<file path="src/rtl/ucode_pkg.sv">
// Shared microcode definitions: control-word field layout, sequencing
// opcodes and sequencer FSM states.
package ucode_pkg;

  localparam int AW = 5;
  localparam int CW = 29;

  localparam int SEQ_HI = 6;
  localparam int SEQ_LO = 5;
  localparam int NA_HI  = 4;
  localparam int NA_LO  = 0;

  typedef enum logic [1:0] {
    SEQ_FETCH    = 2'b00,
    SEQ_BRANCH   = 2'b01,
    SEQ_DISPATCH = 2'b10,
    SEQ_NEXT     = 2'b11
  } seq_e;

  typedef enum logic {
    ST_ISSUE = 1'b0,
    ST_EXEC  = 1'b1
  } state_e;

endpackage

</file>
<file path="src/rtl/next_addr_mux.sv">
// Next-microaddress selection from the sequencing field; combinational, zero
// latency, no flow control. All arithmetic wraps at AW bits.
module next_addr_mux #(
  parameter int AW         = ucode_pkg::AW,
  parameter int FETCH_ADDR = 1,
  parameter int MAX_ADDR   = 24
) (
  input  ucode_pkg::seq_e  seq,
  input  logic [AW-1:0]    na,
  input  logic             cond,
  input  logic [3:0]       opcode,
  input  logic [AW-1:0]    addr,
  output logic [AW-1:0]    next,
  output logic             out_of_range
);
  import ucode_pkg::*;

  localparam logic [AW-1:0] FETCH_A = AW'(FETCH_ADDR);
  localparam logic [AW-1:0] MAX_A   = AW'(MAX_ADDR);

  always_comb begin
    next = FETCH_A;
    case (seq)
      SEQ_NEXT:     next = na;
      SEQ_BRANCH:   next = cond ? na : addr + AW'(1);
      SEQ_DISPATCH: next = na + AW'(opcode);
      default:      next = FETCH_A;
    endcase
  end

  assign out_of_range = next > MAX_A;

endmodule

</file>
<file path="src/rtl/micro_sequencer.sv">
// Microprogram sequencer: two cycles per microinstruction (ISSUE, EXEC), more
// while stall holds it in EXEC; stall freezes addr and suppresses cw_valid.
module micro_sequencer #(
  parameter int AW         = ucode_pkg::AW,
  parameter int CW         = ucode_pkg::CW,
  parameter int RESET_ADDR = 0,
  parameter int FETCH_ADDR = 1,
  parameter int MAX_ADDR   = 24
) (
  input  logic          clk,
  input  logic          reset,
  input  logic [CW-1:0] cwrd,
  input  logic [3:0]    opcode,
  input  logic          cond,
  input  logic          stall,
  output logic [AW-1:0] addr,
  output logic          cw_valid,
  output logic          illegal,
  output logic [AW-1:0] upc_inc
);
  import ucode_pkg::*;

  localparam logic [AW-1:0] RESET_A = AW'(RESET_ADDR);
  localparam logic [AW-1:0] FETCH_A = AW'(FETCH_ADDR);
  localparam logic [AW-1:0] MAX_A   = AW'(MAX_ADDR);

  state_e        state_q;
  state_e        state_d;
  logic          commit;
  logic [AW-1:0] next_addr;
  logic          next_oor;
  seq_e          seq;
  logic [AW-1:0] na;

  assign seq = seq_e'(cwrd[SEQ_HI:SEQ_LO]);
  assign na  = cwrd[NA_HI:NA_LO];

  // Upper control-word bits drive the datapath, not the sequencer.
  logic unused_cw_hi;
  assign unused_cw_hi = ^cwrd[CW-1:SEQ_HI+1];

  next_addr_mux #(
    .AW         (AW),
    .FETCH_ADDR (FETCH_ADDR),
    .MAX_ADDR   (MAX_ADDR)
  ) u_next_addr_mux (
    .seq          (seq),
    .na           (na),
    .cond         (cond),
    .opcode       (opcode),
    .addr         (addr),
    .next         (next_addr),
    .out_of_range (next_oor)
  );

  always_ff @(posedge clk or posedge reset) begin
    if (reset) begin
      state_q <= ST_ISSUE;
    end else begin
      state_q <= state_d;
    end
  end

  always_comb begin
    state_d = state_q;
    case (state_q)
      ST_ISSUE: state_d = ST_EXEC;
      ST_EXEC:  state_d = stall ? ST_EXEC : ST_ISSUE;
      default:  state_d = ST_ISSUE;
    endcase
  end

  // The valid strobe and the address commit are the same event.
  always_comb begin
    cw_valid = 1'b0;
    commit   = 1'b0;
    case (state_q)
      ST_EXEC: begin
        cw_valid = !stall;
        commit   = !stall;
      end
      default: begin
        cw_valid = 1'b0;
        commit   = 1'b0;
      end
    endcase
  end

  // An out-of-range target is redirected to fetch; the trap flag is sticky.
  always_ff @(posedge clk or posedge reset) begin
    if (reset) begin
      addr    <= RESET_A;
      illegal <= 1'b0;
    end else if (commit) begin
      addr <= next_oor ? FETCH_A : next_addr;
      if (next_oor) begin
        illegal <= 1'b1;
      end
    end
  end

  assign upc_inc = addr + AW'(1);

  a_no_back_to_back_valid: assert property (
    @(posedge clk) disable iff (reset) cw_valid |=> !cw_valid
  );

  a_addr_populated: assert property (
    @(posedge clk) disable iff (reset) addr <= MAX_A
  );

endmodule
</file>
<file path="config.mk">
export PLATFORM = sky130hd
export DESIGN_NAME = micro_sequencer
export DESIGN_NICKNAME = d
export VERILOG_FILES = /design/src/rtl/ucode_pkg.sv /design/src/rtl/next_addr_mux.sv /design/src/rtl/micro_sequencer.sv
export SDC_FILE = /design/constraint.sdc
export NUM_CORES = 1
export LEC_CHECK = 0
export ABC_AREA = 0
export BUFFER_PORTS_ARGS = -buffer_cell sky130_fd_sc_hd__buf_2
export CELL_PAD_IN_SITES_DETAIL_PLACEMENT = 1
export CELL_PAD_IN_SITES_GLOBAL_PLACEMENT = 1
export CORE_MARGIN = 4
export CORE_UTILIZATION = 27
export CTS_CLUSTER_DIAMETER = 100
export CTS_CLUSTER_SIZE = 16
export DETAILED_ROUTE_END_ITERATION = 10
export GPL_ROUTABILITY_DRIVEN = 0
export PLACE_DENSITY_LB_ADDON = 0.1
export REMOVE_ABC_BUFFERS = 1
export SLEW_MARGIN = 40
export SYNTH_ARGS = -nofsm -noshare
export SYNTH_HDL_FRONTEND = slang
export SYNTH_SLANG_ARGS = --single-unit
</file>
<file path="constraint.sdc">
create_clock -name clk -period 2.1 [get_ports clk]
set_input_delay 0.315 -clock clk [delete_from_list [all_inputs] [get_ports clk]]
set_output_delay 0.315 -clock clk [all_outputs]
set_load 0.01 [all_outputs]
</file>
==> flow_metrics.tcl, run 1 <==
set metrics [dict create \
    outcome "complete, no violations" \
    grt_pass1_wl_mm 3.22 \
    netlist_instances 77 \
    ys_ff_latch 7 \
    vias_per_cell 5.00 \
    dp.cells 135 \
    die_y_um 58.6 \
    cp.required_ns 2.24 \
    ant_nets 0 \
    antenna_cells 0 \
    synth_flop_cell "dfrtp_1" \
    nFillCells 318 \
    cap_violations 0 \
    setup-violations-final 0 \
    die-area_um2 3440 \
    max_freq_mhz 511 \
    insertion_delay_ns 0.25 \
    initial_core_util_pct 28.2 \
    io_pins 49 \
    fin_hold_ws_ns 0.476 \
    routedWlPerCell_um 13.9 \
    clkSinkCount 7 \
    synthArstFlopShare_pct 100 \
    cts_tree "done" \
    yosysSeqAreaShare_pct 25.3 \
    num_rows 18 \
    multi_input_area_um2 494 \
    worst_ir_drop_vdd_mv 0.372 \
    max_slew_margin_pct 74.5 \
    synth-edff-count 0 \
    htree_num_levels 1 \
    grt_use_total_pct 12.0 \
    finalClockSkew_ns 0.00314 \
    cellLeakagePower_uw 0.000464 \
    place.port_buffers 26 \
    syn_area_um2 692 \
    hpwl_mm 1.58 \
    crit_type "in2reg" \
    synth.avg_cell_area_um2 8.99 \
    fin_setup_tns_ns 0 \
    regArea_um2 175 \
    endpoint_kind "flop" \
    antenna_found_initial 0 \
    yosys-top-cells-area "dfrtp_1 25%, ha_1 9.0%, nand2_1 3.8%, xor2_1 3.8%, fa_1 2.9%" \
    synth.distinct_cells 43 \
    first_iter_violations 8 \
    syn_to_final_growth_pct 34.2 \
    timing.final.ws_setup_ns 0.141 \
    hp-class "reg2reg" \
    layout-drive-gt1-share_pct 39.1 \
    synth_top_area_cell "dfrtp_1" \
    rsz0062_at_grt "false" \
    die_x_um 58.6 \
    setup.worst_path.start_class "input port" \
    crit_arrival_ns 2.10 \
    gr-total-overflow 0 \
    ys_warn_count 0 \
    path_cells "buf_2, ha_1, fa_1, a21o_1, a21oi_2, mux2i_1, buf_4, o21ai_2, a32o_2" \
    yosys-top-cells-count "7 x dfrtp_1, 7 x nand2_1, 5 x ha_1, 4 x nor2_1" \
    p_per_area_nw_per_um2 596 \
    crit_path_top_delay_cell "fa_1" \
    post_cts_buffers 0 \
    core_um2 2450 \
    post-route-period-util_pct 93.3 \
    drc 0 \
    clock_path_buffers 2 \
    crit_path_max_incr_delay_ns 0.41 \
    grt_max_degree 16 \
    nets 154 \
    vias 700 \
    wl_mm 1.95 \
    final_cells 140 \
    worst-path-max-fanout 3 \
    firstDrtPassIters 4 \
    pre_cts_ws_ns -0.161 \
    grt_pass1_vias 725 \
    power.total_uw 553 \
    cts_root_buf "clkbuf_4" \
    clk_pin_slew_ns 0.05 \
    min_period_ns 1.96 \
    cts_buffers 3 \
    drv_slew 0 \
    synth_top_area_share_pct 25.3 \
    worstMarginPinSlew_ns 0.381 \
    finalHoldViolCount 0 \
]
what timing repair did:
| action | CTS | global route |
|---|---|---|
| setup endpoints to repair | 0 | 3 |
| hold endpoints to repair | 7 | 0 |
| resized for setup | 0 | 2 |
| hold buffers | 1 | 0 |
through the flow:
stage | utilization (%) | instance area [um^2]
finish | 37.8 | 928
global route | 37.8 | 928
CTS | 37.2 | 913
detailed placement | 35.7 | 877
global placement | 35.7 | 877
floorplan | - | 672
sequential cells by signal (all words and copies together) (netlist names):
name and flops:
addr 5, illegal 1, state_q 1
cell type report:
cell class | count | share of cell area (%)
tap | 30 | 4.04
multi-input combinational | 63 | 53.2
clock buffer | 4 | 2.83
sequential | 7 | 18.9
timing repair buffer | 32 | 19.1
inverter | 4 | 1.89
cells in the final DEF, fill, tap and decap left out, types with 2 or more instances in the layout:
master    count
a21oi_1       2
and2_1        2
buf_2        26
buf_4         5
clkbuf_4      3
dfrtp_1       7
ha_1          5
inv_1         3
nand2_1       7
nand2b_1      3
nand3_1       2
nor2_1        4
nor3_1        2
o21ai_0       3
o21ai_1       3
xor2_1        3
worst max-delay path: cells and delay by family:
family / cells / cell delay [ns]
AO/OA/AOI/OAI: 4 / 0.68
adder cells (fa/ha/maj): 2 / 0.63
buffers and inverters: 2 / 0.26
multiplexers: 1 / 0.21
final timing paths:
kind	from	to	slack (ns)	depth (start not counted)
min	illegal	illegal	0.48	1
max in group asynchronous	reset	state_q	1.35	3
min in group asynchronous	reset	addr[3]	0.53	3
max reg2reg	addr[0]	addr[4]	0.26	6
min reg2reg	illegal	illegal	0.48	1
max	cwrd[0]	addr[2]	0.14	9
metal layers:
| layer | track usage (%) | vias to the layer above | share of wire [%] |
|---|---|---|---|
| met2 | 21.2 | 13 | 51 |
| met4 | 4.85 | 0 | 1.4 |
| met5 | 0 | - | 0 |
| li1 | - | 354 | - |
| met3 | 0.877 | 4 | 3.5 |
| met1 | 15.2 | 329 | 44 |
where the power goes:
part / internal, uW / switching, uW
combinational: 118 / 132
sequential: 157 / 24.3
clock: 72.5 / 48.9
cells by family (layout without fill, tap and decap cells):
group / after synthesis / after routing / share of synthesized area (%)
xor+xnor: 3 / 3 / 3.80
compound gates: 22 / 22 / 24.1
fa+ha+maj: 6 / 6 / 11.9
simple gates: 28 / 28 / 22.6
flops: 7 / 7 / 25.3
buf+inv: 7 / 40 / 5.42
mux: 4 / 4 / 6.87
Note: power is estimated with default switching activity, not from simulation.
==> run 2: changes to the inputs <==
--- a/config.mk
+++ b/config.mk
@@ -5,12 +5,11 @@
 export SDC_FILE = /design/constraint.sdc
 export NUM_CORES = 1
 export LEC_CHECK = 0
-export ABC_AREA = 0
 export BUFFER_PORTS_ARGS = -buffer_cell sky130_fd_sc_hd__buf_2
 export CELL_PAD_IN_SITES_DETAIL_PLACEMENT = 1
 export CELL_PAD_IN_SITES_GLOBAL_PLACEMENT = 1
 export CORE_MARGIN = 4
-export CORE_UTILIZATION = 27
+export CORE_UTILIZATION = 25
 export CTS_CLUSTER_DIAMETER = 100
 export CTS_CLUSTER_SIZE = 16
 export DETAILED_ROUTE_END_ITERATION = 10
==> constraint.sdc (replaced) <==
create_clock -name clk -period 1.7 [get_ports clk]
set_input_delay 0.255 -clock clk [delete_from_list [all_inputs] [get_ports clk]]
set_output_delay 0.255 -clock clk [all_outputs]
set_load 0.01 [all_outputs]
==> flow_metrics.tcl, run 2 (synthesis results as in run 1) <==
set metrics [dict create \
    die-area_um2 3670 \
    grt_max_degree 11 \
    syn_to_final_growth_pct 64.4 \
    setup-violations-final 6 \
    endpoint_kind "flop" \
    final_cell_area_um2 1140 \
    cap_violations 0 \
    reg2reg_depth 7 \
    num_rows 18 \
    grt_pass1_vias 848 \
    layout-drive-gt1-share_pct 54.0 \
    cp.required_ns 1.87 \
    firstDrtPassIters 2 \
    power.total_uw 803 \
    clk_pin_slew_ns 0.05 \
    finalHoldViolCount 0 \
    cp-startpoint "cwrd[0]" \
    post-route-period-util_pct 107 \
    layout_common_cells "24 x buf_2, 16 x buf_4, 7 x dfrtp_1, 5 x nand2_1" \
    cts_buffers 3 \
    worst_ir_drop_vdd_mv 0.450 \
    final_cells 154 \
    violations "negative setup slack" \
    die_y_um 60.6 \
    rsz0062_at_grt "true" \
    worst-path-max-fanout 3 \
    max_freq_mhz 550 \
    grt_use_total_pct 14.2 \
    r2r-start "addr[1]" \
    vias 773 \
    insertion_delay_ns 0.25 \
    max_slew_margin_pct 65.9 \
    largest_reg_flops 5 \
    routedWlPerCell_um 14.8 \
    io_pins 49 \
    cellLeakagePower_uw 0.000545 \
    dp.cells 144 \
    drc 0 \
    first_iter_violations 6 \
    core_um2 2570 \
    r2r_end "addr[2]" \
    hp-class "reg2reg" \
    final_common_cell "buf_2" \
    initial_core_util_pct 26.9 \
    regToRegSetupSlack_ns -0.11 \
    top_regs "addr (5), illegal (1), state_q (1)" \
    hpwl_mm 1.77 \
    grt_pass1_wl_mm 3.91 \
    antenna_found_initial 0 \
    place.port_buffers 26 \
    cts_tree "done" \
    crit_type "in2reg" \
    fin_hold_ws_ns 0.474 \
    outcome "finished with violations" \
    antenna_cells 0 \
    crit_arrival_ns 1.99 \
    drv_slew 0 \
    htree_num_levels 1 \
    gr-total-overflow 0 \
    p_per_area_nw_per_um2 706 \
    min_period_ns 1.82 \
    worstMarginPinSlew_ns 0.510 \
    hold_depth 1 \
    wl_mm 2.27 \
    finalClockSkew_ns 0.00193 \
    placed_area_um2 945 \
    ant_nets 0 \
    clock_path_buffers 2 \
    clkSinkCount 7 \
    setup.worst_path.start_class "input port" \
    crit_end "addr[4]" \
    timing.final.ws_setup_ns -0.118 \
    die_x_um 60.6 \
    cts_root_buf "clkbuf_4" \
    nets 168 \
    regMostFlops "addr" \
    vias_per_cell 5.02 \
]
-- run 2: worst min path at each step --
stage	start	to	slack, ns
4_1_cts	reset	addr[4]	0.48
2_1_floorplan	reset	addr[0]	0.06
6_report	illegal	illegal	0.47
3_5_place_dp	reset	addr[4]	0.20
5_1_grt	illegal	illegal	0.50
3_3_place_gp	reset	addr[4]	0.20
-- run 2: timing repair --
action,in CTS,in global routing
hold buffers,1,0
hold endpoints to repair,7,0
gates resized for setup,18,5
setup buffers,5,1
pin swaps,18,8
endpoints found under the setup margin,7,7
-- run 2: stage by stage --
step | setup WS [ns] | TNS (ns) | util [%]
6_report | -0.118 | -0.455 | 44.3
3_5_place_dp | -0.473 | -2.64 | 36.8
3_3_place_gp | -0.432 | -2.37 | 36.8
5_1_grt | -0.204 | -0.854 | 44.3
2_1_floorplan | -0.225 | -0.894 | -
4_1_cts | -0.197 | -0.627 | 43.1
-- run 2: metal layers --
layer  share of wire [%]  routed length, um  global-route usage, %
met1                  47               1060                   18.4
met2                  48               1090                   24.7
met3                 5.2                118                   2.55
met4                   0                  0                   2.79
met5                   0                  0                      0
-- run 2: final cells by class --
class / count / area [um^2]
multi-input cells: 63 / 571
well taps: 30 / 37.5
fillers: 308 / 1430
inverters: 4 / 17.5
clock buffers: 4 / 26.3
flip-flops and latches: 7 / 175
repair buffers: 46 / 310
-- run 2: report_power, final --
part | leakage, uW | total (uW) | internal [uW] | switching, uW
combinational | 0.000446 | 427 | 226 | 202
clock | 0.0000150 | 150 | 89.5 | 60.8
sequential | 0.0000842 | 225 | 194 | 31.0
total | 0.000545 | 803 | 509 | 294
-- run 2: critical path, cell delays in order --
cell and delay, ns:
buf_8 0.10, ha_4 0.15, fa_2 0.40, mux2_4 0.29, a221oi_4 0.24, nand4_1 0.21
and2_1 0.20, o21ai_1 0.13
==> run 3: changes to the inputs <==
--- a/config.mk
+++ b/config.mk
@@ -16,6 +16,7 @@
 export GPL_ROUTABILITY_DRIVEN = 0
 export PLACE_DENSITY_LB_ADDON = 0.1
 export REMOVE_ABC_BUFFERS = 1
+export SKIP_LAST_GASP = 1
 export SLEW_MARGIN = 40
 export SYNTH_ARGS = -nofsm -noshare
 export SYNTH_HDL_FRONTEND = slang
==> flow_metrics.tcl, run 3 (synthesis results as in run 1) <==
set metrics [dict create \
    outcome "finished with violations" \
    violations "negative setup slack" \
    crit_path_top_delay_cell "dfrtp_1" \
    vias 778 \
    layout-drive-gt1-share_pct 53.2 \
    cts_buffers 3 \
    hpwl_mm 1.77 \
    multi_input_area_um2 568 \
    crit_end "addr[2]" \
    die-area_um2 3670 \
    die_y_um 60.6 \
    insertion_delay_ns 0.25 \
    vias_per_cell 5.05 \
    routedWlPerCell_um 14.8 \
    firstDrtPassIters 1 \
    grt_pass1_vias 843 \
    min_period_ns 1.84 \
    r2r-start "addr[1]" \
    power_frac_seq_pct 27.9 \
    pre_cts_ws_ns -0.473 \
    p_clk_share_pct 19.7 \
    dp.cells 144 \
    final_cell_area_um2 1130 \
    final_cells 154 \
    cpMostUsedCell "buf_4" \
    largest_reg_flops 5 \
    comb_power_share_pct 52.4 \
    post-route-period-util_pct 108 \
    nets 168 \
    path_cells "buf_4, buf_4, and3_4, mux2_4, o211ai_4, o21ai_2, a32o_2" \
    setup.worst_path.start_class "flop" \
    cap_violations 0 \
    num_rows 18 \
    grt_pass1_wl_mm 3.93 \
    regMostFlops "addr" \
    cp.required_ns 1.84 \
    cp_top_family "compound AO/OA/AOI/OAI gates" \
    htree_num_levels 1 \
    top_regs "addr (5), illegal (1), state_q (1)" \
    core_um2 2570 \
    cellLeakagePower_uw 0.000543 \
    final_common_cell "buf_2" \
    p_per_area_nw_per_um2 710 \
    max_slew_margin_pct 65.9 \
    drc 0 \
    clock_path_buffers 2 \
    worst-path-max-fanout 4 \
    timing.final.ws_setup_ns -0.142 \
    regToRegSetupSlack_ns -0.14 \
    intPower_uw 504 \
    place.port_buffers 26 \
    clk_pin_slew_ns 0.06 \
    wl_mm 2.28 \
    finalHoldViolCount 0 \
    cp-startpoint "addr[1]" \
    antenna_found_initial 0 \
    initial_core_util_pct 26.9 \
    cts_root_buf "clkbuf_4" \
    io_pins 49 \
    crit_arrival_ns 1.99 \
    worst_ir_drop_vdd_mv 0.454 \
    reg2reg_depth 7 \
    max_freq_mhz 543 \
    path_buf_inv 2 \
    die_x_um 60.6 \
    power.total_uw 801 \
    layout_common_cells "24 x buf_2, 18 x buf_4, 7 x dfrtp_1, 6 x nand2_1, 4 x nor2_1" \
    switching_share_pct 37.1 \
    p_sw_uw 297 \
    finalClockSkew_ns 0.00177 \
    ant_nets 0 \
    placed_area_um2 945 \
    rsz0062_at_grt "true" \
    crit_path_max_incr_delay_ns 0.41 \
    fin_setup_tns_ns -0.501 \
    antenna_cells 0 \
    endpoint_kind "flop" \
    crit_type "reg2reg" \
    grt_max_degree 11 \
    crit_cells 7 \
    gr-total-overflow 0 \
    r2r_end "addr[2]" \
    worstMarginPinSlew_ns 0.509 \
    setup-violations-final 6 \
    grt_use_total_pct 14.3 \
    hp-class "in2async" \
    first_iter_violations 0 \
    syn_to_final_growth_pct 62.9 \
    regArea_um2 175 \
    nFillCells 307 \
    clkSinkCount 7 \
    drv_slew 0 \
    cts_tree "done" \
]
## run 3: cell counts in the layout (fill, tap and decap cells not counted)
Identical to the previous run, type by type.
## run 3: per-layer routing
layer	track usage [%]	share of wire, %	wire (um)	vias to the layer above
li1	-	-	-	379
met5	0	0	0	-
met2	24.9	47	1070	21
met4	2.79	1.1	24	0
met1	18.6	46	1060	373
met3	2.55	5.5	125	5
## run 3: cell type report
cell class / instances / area share, %
multi-input cells: 63 / 50.4
clock buffers: 4 / 2.33
flip-flops and latches: 7 / 15.5
inverters: 4 / 1.55
well taps: 30 / 3.33
repair buffers: 46 / 26.9
## run 3: timing repair
action | 4_1_cts | 5_1_grt
setup endpoints to repair | 7 | 7
buffers inserted | 5 | 1
resized for setup | 16 | 4
hold buffers | 1 | 0
hold endpoints to repair | 7 | 0
pin swaps | 17 | 8
## run 3: how the worst min path moves through the flow
stage | from | endpoint | slack (ns) | depth (start not counted)
finish | reset | illegal | 0.47 | 3
global route | illegal | illegal | 0.50 | 1
CTS | reset | addr[4] | 0.48 | 3
detailed placement | reset | addr[4] | 0.20 | 2
global placement | reset | addr[4] | 0.20 | 2
floorplan | reset | addr[0] | 0.06 | 1
## run 3: power groups by stage
stage / sequential (uW) / clock (uW) / combinational [uW]
after floorplan: 235 / 0 / 162
after global placement: 222 / 0 / 347
after detailed placement: 223 / 0 / 354
after CTS: 220 / 157 / 411
after global routing: 229 / 175 / 468
final: 224 / 157 / 420
## run 3: metrics by stage
| step | utilization, % | hold slack, ns |
|---|---|---|
| final | 43.9 | 0.472 |
| after global routing | 43.9 | 0.504 |
| after CTS | 42.6 | 0.477 |
| after detailed placement | 36.8 | 0.197 |
| after global placement | 36.8 | 0.199 |
| after floorplan | - | 0.0584 |
## run 3: worst min-delay path: stages
cell and delay [ns]:
dlygate4sd3_1 0.53, buf_2 0.12, inv_1 0.21
